==> src/rtl/clock_monitor_pkg.sv <==
`default_nettype none
// +----------------------------------------------------------------------+
// | Module  : clock_monitor_pkg                                          |
// | Purpose : Shared types, default sizes and width helpers for the      |
// |           clock monitor slice.                                       |
// | Rev     : 1.0  initial release                                       |
// +----------------------------------------------------------------------+
package clock_monitor_pkg;

  // Measurement sequencer states
  typedef enum logic [1:0] {
    IDLE  = 2'd0,
    ARM   = 2'd1,
    COUNT = 2'd2,
    LATCH = 2'd3
  } state_t;

  // Default sizing of a production instance
  localparam int GATE_CYCLES_DEF    = 100000;
  localparam int TIMEOUT_CYCLES_DEF = 1024;

  // Counter widths for the default sizing
  localparam int GATE_W = $clog2(GATE_CYCLES_DEF);
  localparam int TO_W   = $clog2(TIMEOUT_CYCLES_DEF + 1);

  // Gate counter only has to reach GATE_CYCLES-1; keep at least one bit
  function automatic int gate_width(input int cycles);
    return (cycles <= 2) ? 1 : $clog2(cycles);
  endfunction

  // Idle counter must be able to hold TIMEOUT_CYCLES itself
  function automatic int timeout_width(input int cycles);
    return (cycles <= 1) ? 1 : $clog2(cycles + 1);
  endfunction

endpackage
`default_nettype wire

==> src/rtl/clock_monitor_if.sv <==
`default_nettype none
// +----------------------------------------------------------------------+
// | Module  : clock_monitor_if                                           |
// | Purpose : Control, monitored-clock and result signals of the clock   |
// |           monitor. master = firmware/driver side, slave = monitor.   |
// | Rev     : 1.0  initial release                                       |
// +----------------------------------------------------------------------+
interface clock_monitor_if #(
  parameter int CNT_W = 24
);
  logic             enable;
  logic             mon_in;
  logic [CNT_W-1:0] edge_count;
  logic             count_valid;
  logic             count_ovf;
  logic             clk_present;
  logic             busy;

  modport master (
    output enable,
    output mon_in,
    input  edge_count,
    input  count_valid,
    input  count_ovf,
    input  clk_present,
    input  busy
  );

  modport slave (
    input  enable,
    input  mon_in,
    output edge_count,
    output count_valid,
    output count_ovf,
    output clk_present,
    output busy
  );
endinterface
`default_nettype wire

==> src/rtl/sync_rise_det.sv <==
`default_nettype none
// +----------------------------------------------------------------------+
// | Module  : sync_rise_det                                              |
// | Purpose : Multi-flop synchroniser for an asynchronous level followed |
// |           by a history flop; emits a one-cycle rise pulse and the    |
// |           synchronised level. SYNC_STAGES must be at least 2.        |
// | Rev     : 1.0  initial release                                       |
// +----------------------------------------------------------------------+
module sync_rise_det #(
  parameter int SYNC_STAGES = 2
) (
  input  wire  clk,
  input  wire  rst_n,
  input  wire  i_async,
  output logic o_rise,
  output logic o_level
);

  logic [SYNC_STAGES-1:0] r_sync;
  logic                   r_hist;

  // Shift the async level through the synchroniser and keep one cycle of history
  always_ff @(posedge clk) begin
    if (!rst_n) begin
      r_sync <= '0;
      r_hist <= 1'b0;
    end else begin
      r_sync <= {r_sync[SYNC_STAGES-2:0], i_async};
      r_hist <= r_sync[SYNC_STAGES-1];
    end
  end

  assign o_level = r_sync[SYNC_STAGES-1];
  assign o_rise  = r_sync[SYNC_STAGES-1] & ~r_hist;

endmodule
`default_nettype wire

==> src/rtl/clock_monitor.sv <==
`default_nettype none
// +----------------------------------------------------------------------+
// | Module  : clock_monitor                                              |
// | Purpose : Counts rising edges of an asynchronous monitored clock     |
// |           over back-to-back gate windows and flags its presence.     |
// | Rev     : 1.0  initial release                                       |
// +----------------------------------------------------------------------+
module clock_monitor
  import clock_monitor_pkg::*;
#(
  parameter int GATE_CYCLES    = GATE_CYCLES_DEF,
  parameter int CNT_W          = 24,
  parameter int TIMEOUT_CYCLES = TIMEOUT_CYCLES_DEF,
  parameter int SYNC_STAGES    = 2
) (
  input  wire              clk,
  input  wire              rst_n,
  clock_monitor_if.slave   mon_bus
);

  localparam int                   c_gate_w    = gate_width(GATE_CYCLES);
  localparam int                   c_to_w      = timeout_width(TIMEOUT_CYCLES);
  localparam logic [c_gate_w-1:0]  c_gate_last = c_gate_w'(GATE_CYCLES - 1);
  localparam logic [CNT_W-1:0]     c_cnt_max   = '1;
  localparam logic [c_to_w-1:0]    c_timeout   = c_to_w'(TIMEOUT_CYCLES);

  // Sequencer and window counters
  state_t              r_state;
  logic [c_gate_w-1:0] r_gate_cnt;
  logic [CNT_W-1:0]    r_edge_cnt;
  logic                r_sat;

  // Registered outputs
  logic [CNT_W-1:0]    r_edge_count;
  logic                r_count_valid;
  logic                r_count_ovf;
  logic                r_busy;

  // Presence tracking
  logic [c_to_w-1:0]   r_idle_cnt;
  logic                r_clk_present;

  // Edge detector outputs and next-value terms of the edge counter
  logic                w_rise_raw;
  logic                w_mon_level;
  logic                w_rise;
  logic [CNT_W-1:0]    w_edge_next;
  logic                w_sat_next;

  sync_rise_det #(
    .SYNC_STAGES (SYNC_STAGES)
  ) u_sync_rise_det (
    .clk     (clk),
    .rst_n   (rst_n),
    .i_async (mon_bus.mon_in),
    .o_rise  (w_rise_raw),
    .o_level (w_mon_level)
  );

  // A genuine rise always coincides with a high synced level
  assign w_rise = w_rise_raw & w_mon_level;

  // Saturating edge counter; a rise arriving at full scale marks the window overflowed
  always_comb begin
    w_edge_next = r_edge_cnt;
    w_sat_next  = r_sat;
    if (w_rise) begin
      if (r_edge_cnt == c_cnt_max) begin
        w_sat_next = 1'b1;
      end else begin
        w_edge_next = r_edge_cnt + 1'b1;
      end
    end
  end

  // Window sequencer: the result registers load on the final COUNT cycle so that
  // count_valid and the new edge_count are visible together while in LATCH
  always_ff @(posedge clk) begin
    if (!rst_n) begin
      r_state       <= IDLE;
      r_gate_cnt    <= '0;
      r_edge_cnt    <= '0;
      r_sat         <= 1'b0;
      r_edge_count  <= '0;
      r_count_valid <= 1'b0;
      r_count_ovf   <= 1'b0;
      r_busy        <= 1'b0;
    end else begin
      r_count_valid <= 1'b0;
      case (r_state)
        IDLE: begin
          if (mon_bus.enable) begin
            r_state <= ARM;
          end
        end
        ARM: begin
          r_gate_cnt <= '0;
          r_edge_cnt <= '0;
          r_sat      <= 1'b0;
          if (mon_bus.enable) begin
            r_state <= COUNT;
            r_busy  <= 1'b1;
          end else begin
            r_state <= IDLE;
          end
        end
        COUNT: begin
          if (!mon_bus.enable) begin
            // Abort: the partial count is discarded and results are untouched
            r_state <= IDLE;
            r_busy  <= 1'b0;
          end else begin
            r_gate_cnt <= r_gate_cnt + 1'b1;
            r_edge_cnt <= w_edge_next;
            r_sat      <= w_sat_next;
            if (r_gate_cnt == c_gate_last) begin
              r_state       <= LATCH;
              r_busy        <= 1'b0;
              r_edge_count  <= w_edge_next;
              r_count_ovf   <= w_sat_next;
              r_count_valid <= 1'b1;
            end
          end
        end
        LATCH: begin
          r_state <= mon_bus.enable ? ARM : IDLE;
        end
        default: begin
          r_state <= IDLE;
          r_busy  <= 1'b0;
        end
      endcase
    end
  end

  // Presence watchdog: runs regardless of the sequencer; a rise beats a timeout
  always_ff @(posedge clk) begin
    if (!rst_n) begin
      r_idle_cnt    <= '0;
      r_clk_present <= 1'b0;
    end else if (w_rise) begin
      r_idle_cnt    <= '0;
      r_clk_present <= 1'b1;
    end else if (r_idle_cnt != c_timeout) begin
      r_idle_cnt <= r_idle_cnt + 1'b1;
      if (r_idle_cnt == c_timeout - 1'b1) begin
        r_clk_present <= 1'b0;
      end
    end
  end

  assign mon_bus.edge_count  = r_edge_count;
  assign mon_bus.count_valid = r_count_valid;
  assign mon_bus.count_ovf   = r_count_ovf;
  assign mon_bus.clk_present = r_clk_present;
  assign mon_bus.busy        = r_busy;

endmodule
`default_nettype wire
==> src/flat_wrapper.sv <==
// flat-port wrapper written by rule: the top's interface ports become plain ports
module clock_monitor_flat import clock_monitor_pkg::*;
#(
  parameter int GATE_CYCLES    = GATE_CYCLES_DEF,
  parameter int CNT_W          = 24,
  parameter int TIMEOUT_CYCLES = TIMEOUT_CYCLES_DEF,
  parameter int SYNC_STAGES    = 2
)
  (clk, rst_n, mon_bus_enable, mon_bus_mon_in, mon_bus_edge_count, mon_bus_count_valid, mon_bus_count_ovf, mon_bus_clk_present, mon_bus_busy);
  clock_monitor_if #(.CNT_W(CNT_W)) mon_bus_i ();
  input  wire clk;
  input  wire rst_n;
  input wire logic [$bits(mon_bus_i.enable)-1:0] mon_bus_enable;
  input wire logic [$bits(mon_bus_i.mon_in)-1:0] mon_bus_mon_in;
  output wire logic [$bits(mon_bus_i.edge_count)-1:0] mon_bus_edge_count;
  output wire logic [$bits(mon_bus_i.count_valid)-1:0] mon_bus_count_valid;
  output wire logic [$bits(mon_bus_i.count_ovf)-1:0] mon_bus_count_ovf;
  output wire logic [$bits(mon_bus_i.clk_present)-1:0] mon_bus_clk_present;
  output wire logic [$bits(mon_bus_i.busy)-1:0] mon_bus_busy;
  assign mon_bus_i.enable = mon_bus_enable;
  assign mon_bus_i.mon_in = mon_bus_mon_in;
  assign mon_bus_edge_count = mon_bus_i.edge_count;
  assign mon_bus_count_valid = mon_bus_i.count_valid;
  assign mon_bus_count_ovf = mon_bus_i.count_ovf;
  assign mon_bus_clk_present = mon_bus_i.clk_present;
  assign mon_bus_busy = mon_bus_i.busy;
  clock_monitor #(.GATE_CYCLES(GATE_CYCLES), .CNT_W(CNT_W), .TIMEOUT_CYCLES(TIMEOUT_CYCLES), .SYNC_STAGES(SYNC_STAGES)) u_core (.clk(clk), .rst_n(rst_n), .mon_bus(mon_bus_i));
endmodule
==> config.mk <==
export PLATFORM = sky130hd
export DESIGN_NAME = clock_monitor_flat
export DESIGN_NICKNAME = d
export VERILOG_FILES = /design/src/rtl/clock_monitor_pkg.sv /design/src/rtl/clock_monitor_if.sv /design/src/rtl/sync_rise_det.sv /design/src/rtl/clock_monitor.sv /design/src/flat_wrapper.sv
export SDC_FILE = /design/constraint.sdc
export NUM_CORES = 1
export LEC_CHECK = 0
export BUFFER_PORTS_ARGS = -buffer_cell sky130_fd_sc_hd__clkbuf_2
export CAP_MARGIN = 20
export CORE_MARGIN = 4
export CORE_UTILIZATION = 60
export DETAILED_ROUTE_END_ITERATION = 8
export PLACE_DENSITY_LB_ADDON = 0.1
export RECOVER_POWER = 100
export SYNTH_ARGS = -nofsm -noshare
export SYNTH_HDL_FRONTEND = slang
export SYNTH_SLANG_ARGS = --single-unit
==> constraint.sdc <==
create_clock -name clk -period 2.52 [get_ports clk]
set_clock_uncertainty 0.05 [all_clocks]
set_input_delay 0.126 -clock clk [delete_from_list [all_inputs] [get_ports clk]]
set_output_delay 0.126 -clock clk [all_outputs]
set_load 0.05 [all_outputs]
# Word level (Yosys, flattened, before mapping)
# Cells that the tools add are included.
# word_totals
regBits	86
in_bits	4
out_inout_bits	28
wordCells	65
# op_classes
addsub	3
n_eq_ne	11
n_mux	24
bitwise_logic	4
n_reduce_logical	11
# op_table
cell	count
$mux 24	3
$pmux 24 s2	1
$pmux 17 s2	1
$add 24x1->24 const B	1
$eq 24x24->1 const B	1
$add 17x1->17 const B	1
$eq 17x17->1 const B	1
$mux 17	1
$add 11x1->11 const B	1
$eq 11x10->1 const B	1
$mux 1	11
$ne 11x11->1 const B	1
$reduce_and 3->1	3
$mux 2	4
$pmux 2 s4	1
$ne 2x2->1 const B	3
$reduce_and 2->1	3
$reduce_bool 2->1	3
$eq 2x2->1 const B	2
$pmux 1 s2	2
$ne 3x2->1 const B	1
$and 1x1->1	2
$eq 2x1->1 const B	1
$logic_not 2->1	1
2 further kinds	3

# Longest topological paths before layout
# depth
ltp_word	6
mapped_depth	10
ltp_nobuf	7

# Modules after synthesis
# Synthesis repeated with hierarchy kept, for this count alone.
# unflattened
cells_unflattened	531
hier_area_um2	4430.5
# modules_own_cells
module	n_inst	cells_per_inst	area_per_inst_um2	seq_area_each_um2
clock_monitor	1	524	4337.9	1661.6
sync_rise_det	1	7	92.6	60.1

# Worst setup path after synthesis
# Ideal clock, no wire load.
# synth_path
kind	reg2reg
from	register u_core.r_edge_cnt[0]
to	register u_core.r_edge_cnt[11]
setup_ns	0.065
arrival_time_ns	2.072
required_time_ns	2.405
path_slack_ns	0.333
path_stages_with_launch	9
path_buffers	2
period_less_slack_ns	2.187
cell_sequence	dfxtp_1 > ha_1 > and4_1 > clkbuf_1 > and3_1 > buf_2 > a2111oi_0 > mux2_2 > nor2_1
# synth_via
elab_chain_len	5
word_cells_on_any_way	6
cone_classes	add/sub: 1; eq/ne: 1; mux: 4
# synth_rtl
item	line_no	source
start: declaration	clock_monitor.sv:30	logic [CNT_W-1:0] r_edge_cnt;
start signal: assignment	clock_monitor.sv:114	r_edge_cnt <= w_edge_next;
$add 24x1->24 or $eq 24x24->1 (tied branches)	clock_monitor.sv:71, clock_monitor.sv:68	
$mux 24 (*)	clock_monitor.sv:68	if (r_edge_cnt == c_cnt_max) begin
$mux 24 (*)	clock_monitor.sv:67	if (w_rise) begin
$mux 24 (*)	clock_monitor.sv:108	if (!mon_bus.enable) begin
$pmux 24 s2 (*)	clock_monitor.sv:90	case (r_state)
# Mark *: on every way between the ends. The rest lies on a longest branch, timed or not. The select of a mux whose other input is x is not followed.
# A chain may end at the register's enable or synchronous reset.

# Final worst setup path
# layout_path
from	register u_core.r_edge_cnt[10]
to	register u_core.r_edge_count[0] (netlist: u_core.mon_bus.edge_count[0])
# layout_via
elab_chain_len	3
# layout_rtl
item	line_no	source
$eq 24x24->1	clock_monitor.sv:68	
$mux 24	clock_monitor.sv:68	
$mux 24	clock_monitor.sv:67	
end signal: assignment	clock_monitor.sv:119	r_edge_count <= w_edge_next;
end: declaration	clock_monitor.sv:34	logic [CNT_W-1:0] r_edge_count;
# Every way passes these cells.

==> summary.txt <==
Timing
  • Total Neg Setup Slack: 0 ns
  • Fmax: 0.4363 GHz
  • Fin crit share: 0.9095
  • Worst-margin pin slew: around 0.61 ns
  • Worst rel slew slack: 0.5976
  • RSZ-0062 raised after global routing: false
  • Final slew viol count: 0
  • Final worst slack: between 0.2 and 0.25 ns
  • Final hold viol count: 0
  • Final setup viols: 0
  • Min Tclk post-route: approximately 2.3 ns

Global routing
  • Vias in the first global route: 3626
  • Initial antenna violation count: 0
  • First-pass GRT wire length: between 15 and 20 mm
  • Largest net degree at the start of global routing: 30
  • Tot GR Track Use: 0.2491
  • Grt ovf: 0

Placed design
  • Placed Cells: 632
  • Detailed Place HPWL: 7.488 mm
  • Number of port buffers: 31
  • Routability Congestion: 0.9864
  • Pre-CTS setup slack: 0.3156 ns

Die
  • Die area: 8645 um^2
  • Core Footprint: approximately 6900 um^2
  • Die span in y: around 93 um
  • Num ports: 32
  • Starting Density: 0.6274
  • # rows: 30
  • Chip Width: between 90 and 100 um

Power
  • Net Sw Frac: 0.2378
  • Leak: between 1.5 and 2 nW
  • Flop pwr share: 0.531
  • Net Sw Power: 0.6182 mW
  • Gate power share: 0.059
  • Internal cell power: 1.982 mW
  • Total Power: 2.600 mW
  • Peak VDD IR: 0.0004135 V
  • PwrDens: 543.5 nW/um^2
  • Clock network power share: 0.410

CTS
  • CTS H-Tree Depth: 3
  • Max clock buf depth: 2
  • Clk Tree Root Cell: clkbuf_8
  • TritonCTS clock tree: done
  • Postcts setup bufs: 0
  • Num CTS Buffers: 9
  • Clk pin slew, worst setup/hold paths: 0.08 ns
  • Later-pin clock latency in the skew report: 0.36 ns
  • Clock sink total: 86

Logic synthesis
  • Yosys cell types: 62
  • Number of synthesized flops with an enable pin: 0
  • Synthesized area: approximately 4300 um^2
  • Dominant synthesized flop cell: dfxtp_1
  • Syn Inst Count: around 520
  • Async SR Flop Fraction: 0
  • Sequential element share of the synthesized area: 0.3973
  • Synthesized Nets: roughly 530
  • Syn avg cell area: 8.381 um^2
  • Synth Area in XOR/XNOR: 0.06671
  • Yosys warning count: 0
  • #FFs+latches synth: 86
  • Compound-cell area share of the yosys netlist: 0.1868
  • Mux cell area share after synthesis: 0.01733
  • Largest family of logic cells by synthesized area: simple AND/OR/NAND/NOR gates
  • Area share of fa/ha/maj cells after synthesis: 0.02310
  • Post-Synth Simple-Gate Area: 0.2662

Route
  • Number of remaining DRC errors: 0
  • Vias/cell: 5.957
  • Post-route ant nets: 0
  • DR iter-0 viols: 191
  • Drt pass-1 iters: 5
  • Wire per inst: about 16 um
  • Final WL: 10.21 mm
  • DR vias: 3866

Run
  • Total of max-cap violations: 0

Min path
  • Hold WC Path Type: input port to register
  • Hold endpoint: u_core.r_state[0]$_SDFFE_PN0P_
  • Worst Min Path Start: mon_bus_enable
  • WHS Path Cells: 3

Setup path
  • Reg2reg end: u_core.mon_bus.edge_count[0]$_SDFFE_PN0P_
  • Arr. time, crit path: 2.51 ns
  • Critical Path Source Type: register
  • Worst EP required: 2.74 ns
  • Crit Path Category: register to register
  • FF-to-FF path depth: 6
  • Worst R2R Setup Slack: 0.23 ns
  • Critical Path End Type: register
  • Reg2Reg Launch Point: u_core.r_edge_cnt[10]$_SDFFE_PN0P_
  • Worst-path fanout max: 10

Finish
  • Post-route core utilization: 0.6926
  • Final #Nets: 560
  • Diode count: 0
  • Non-Filler Instances: 649
  • Layout overhead on the synthesized area: 10.40%
  • Ratio of cells with drive above 1 in the final layout: 0.08861

Run status
  • Outcome: complete, no violations
==> stage by stage <==
step	hold WS, ns	area [um^2]
after floorplan	0.2033	4333
after global placement	0.2849	4614
after detailed placement	0.2927	4614
after CTS	0.03182	4845
after global routing	0.05733	4783
final	0.05007	4783
==> power by group through the flow <==
stage | Clock (mW) | Combinational [mW] | Sequential, mW
finish | 1.07 | 0.155 | 1.38
global route | 1.15 | 0.171 | 1.38
CTS | 1.09 | 0.157 | 1.38
detailed placement | 0 | 0.155 | 1.41
global placement | 0 | 0.151 | 1.41
floorplan | 0 | 0.0898 | 1.42
==> critical path, cell delays in order, from the launching register on <==
cell and delay [ns]:
dfxtp_1 0.46, nand4_2 0.15, nor3_2 0.49, clkbuf_1 0.41, a21oi_1 0.20, xnor2_1 0.20
a211oi_1 0.24
==> cell usage after synthesis, drive strengths merged (4+ instances only) <==
cell,number,area (um^2)
dfxtp,86,1722
nor2,54,202.7
nand2,42,160.2
a21oi,40,200.2
nand3,28,140.1
o21ai,25,125.1
a211oi,20,150.1
clkbuf,20,75.07
xnor2,20,175.2
nand4,15,106.4
inv,13,48.80
xor2,13,113.9
and2,11,68.82
a31oi,10,62.56
buf,10,56.31
nor3,10,55.05
or3,9,61.31
and3,8,50.05
and4,8,70.07
ha,8,100.1
nor4,7,95.09
o211ai,6,45.04
nand2b,5,31.28
mux2,4,45.04
==> cell usage in the layout, fill, tap and decap left out, drive strengths merged, types with 2 or more instances in the layout <==
cell	n
dfxtp	86
nor2	54
clkbuf	44
nand2	42
a21oi	40
nand3	28
o21ai	25
xnor2	20
a211oi	20
buf	15
inv	15
nand4	15
xor2	13
and2	11
a31oi	10
nor3	10
or3	9
and3	8
and4	8
ha	8
nor4	7
o211ai	6
nand2b	5
mux2	4
o31ai	3
or2	3
mux2i	3
a311oi	3
o2111ai	3
a21o	3
o211a	2
a41o	2
a21boi	2
nand4b	2
nand3b	2
or4	2
bufinv	2
clkinvlp	2
==> repair_timing <==
action                     CTS  global route
hold buffers                 1             0
setup endpoints to repair    0             0
gates resized for setup      0             0
hold endpoints to repair     1             0
==> area by class of cell <==
class	instances	area, um^2
Timing Repair Buffer	50	254.0
Clock buffer	10	127.6
Tap cell	96	120.1
Clock inverter	6	92.59
Multi-Input combinational cell	387	2415
Inverter	14	52.55
Fill cell	624	2123
Sequential cell	86	1722
==> state kept, by name, indices dropped and copies added (netlist names) <==
register                       count
u_core.mon_bus.busy                1
u_core.mon_bus.clk_present         1
u_core.mon_bus.count_ovf           1
u_core.mon_bus.count_valid         1
u_core.mon_bus.edge_count         24
u_core.r_edge_cnt                 24
u_core.r_gate_cnt                 17
u_core.r_idle_cnt                 11
u_core.r_sat                       1
u_core.r_state                     2
u_core.u_sync_rise_det.r_hist      1
u_core.u_sync_rise_det.r_sync      2
==> metal layers <==
metal / up-vias / track usage / wire length [um] / part of all wire
li1: 1935 / - / - / -
met1: 1811 / 0.3271 / 4643 / 0.45
met2: 101 / 0.4145 / 4897 / 0.48
met3: 19 / 0.04988 / 515 / 0.050
met4: 0 / 0.07448 / 151 / 0.015
met5: - / 0 / 0 / 0
==> worst max path at each step <==
stage | startpoint | to | slack (ns) | cells past startpoint
global placement | u_core.r_edge_cnt[10]$_SDFFE_PN0P_ | u_core.r_edge_cnt[21]$_SDFFE_PN0P_ | 0.33 | 5
global route | u_core.r_edge_cnt[6]$_SDFFE_PN0P_ | u_core.mon_bus.edge_count[13]$_SDFFE_PN0P_ | 0.05 | 6
CTS | u_core.r_edge_cnt[10]$_SDFFE_PN0P_ | u_core.r_edge_cnt[21]$_SDFFE_PN0P_ | 0.28 | 5
floorplan | u_core.r_edge_cnt[0]$_SDFFE_PN0P_ | u_core.r_edge_cnt[11]$_SDFFE_PN0P_ | 0.33 | 8
detailed placement | u_core.r_edge_cnt[10]$_SDFFE_PN0P_ | u_core.r_edge_cnt[21]$_SDFFE_PN0P_ | 0.32 | 5
finish | u_core.r_edge_cnt[10]$_SDFFE_PN0P_ | u_core.mon_bus.edge_count[0]$_SDFFE_PN0P_ | 0.23 | 6
==> cell families after synthesis <==
| family | after synthesis |
|---|---|
| AOI/OAI and AO/OA | 128 |
| xor gates and xnor gates | 33 |
| muxes | 7 |
| buffers and inverters | 44 |
| adders and majority gates | 8 |
| DFF | 86 |
| and+or+nand+nor | 211 |
Note: power is estimated with default switching activity, not from simulation.
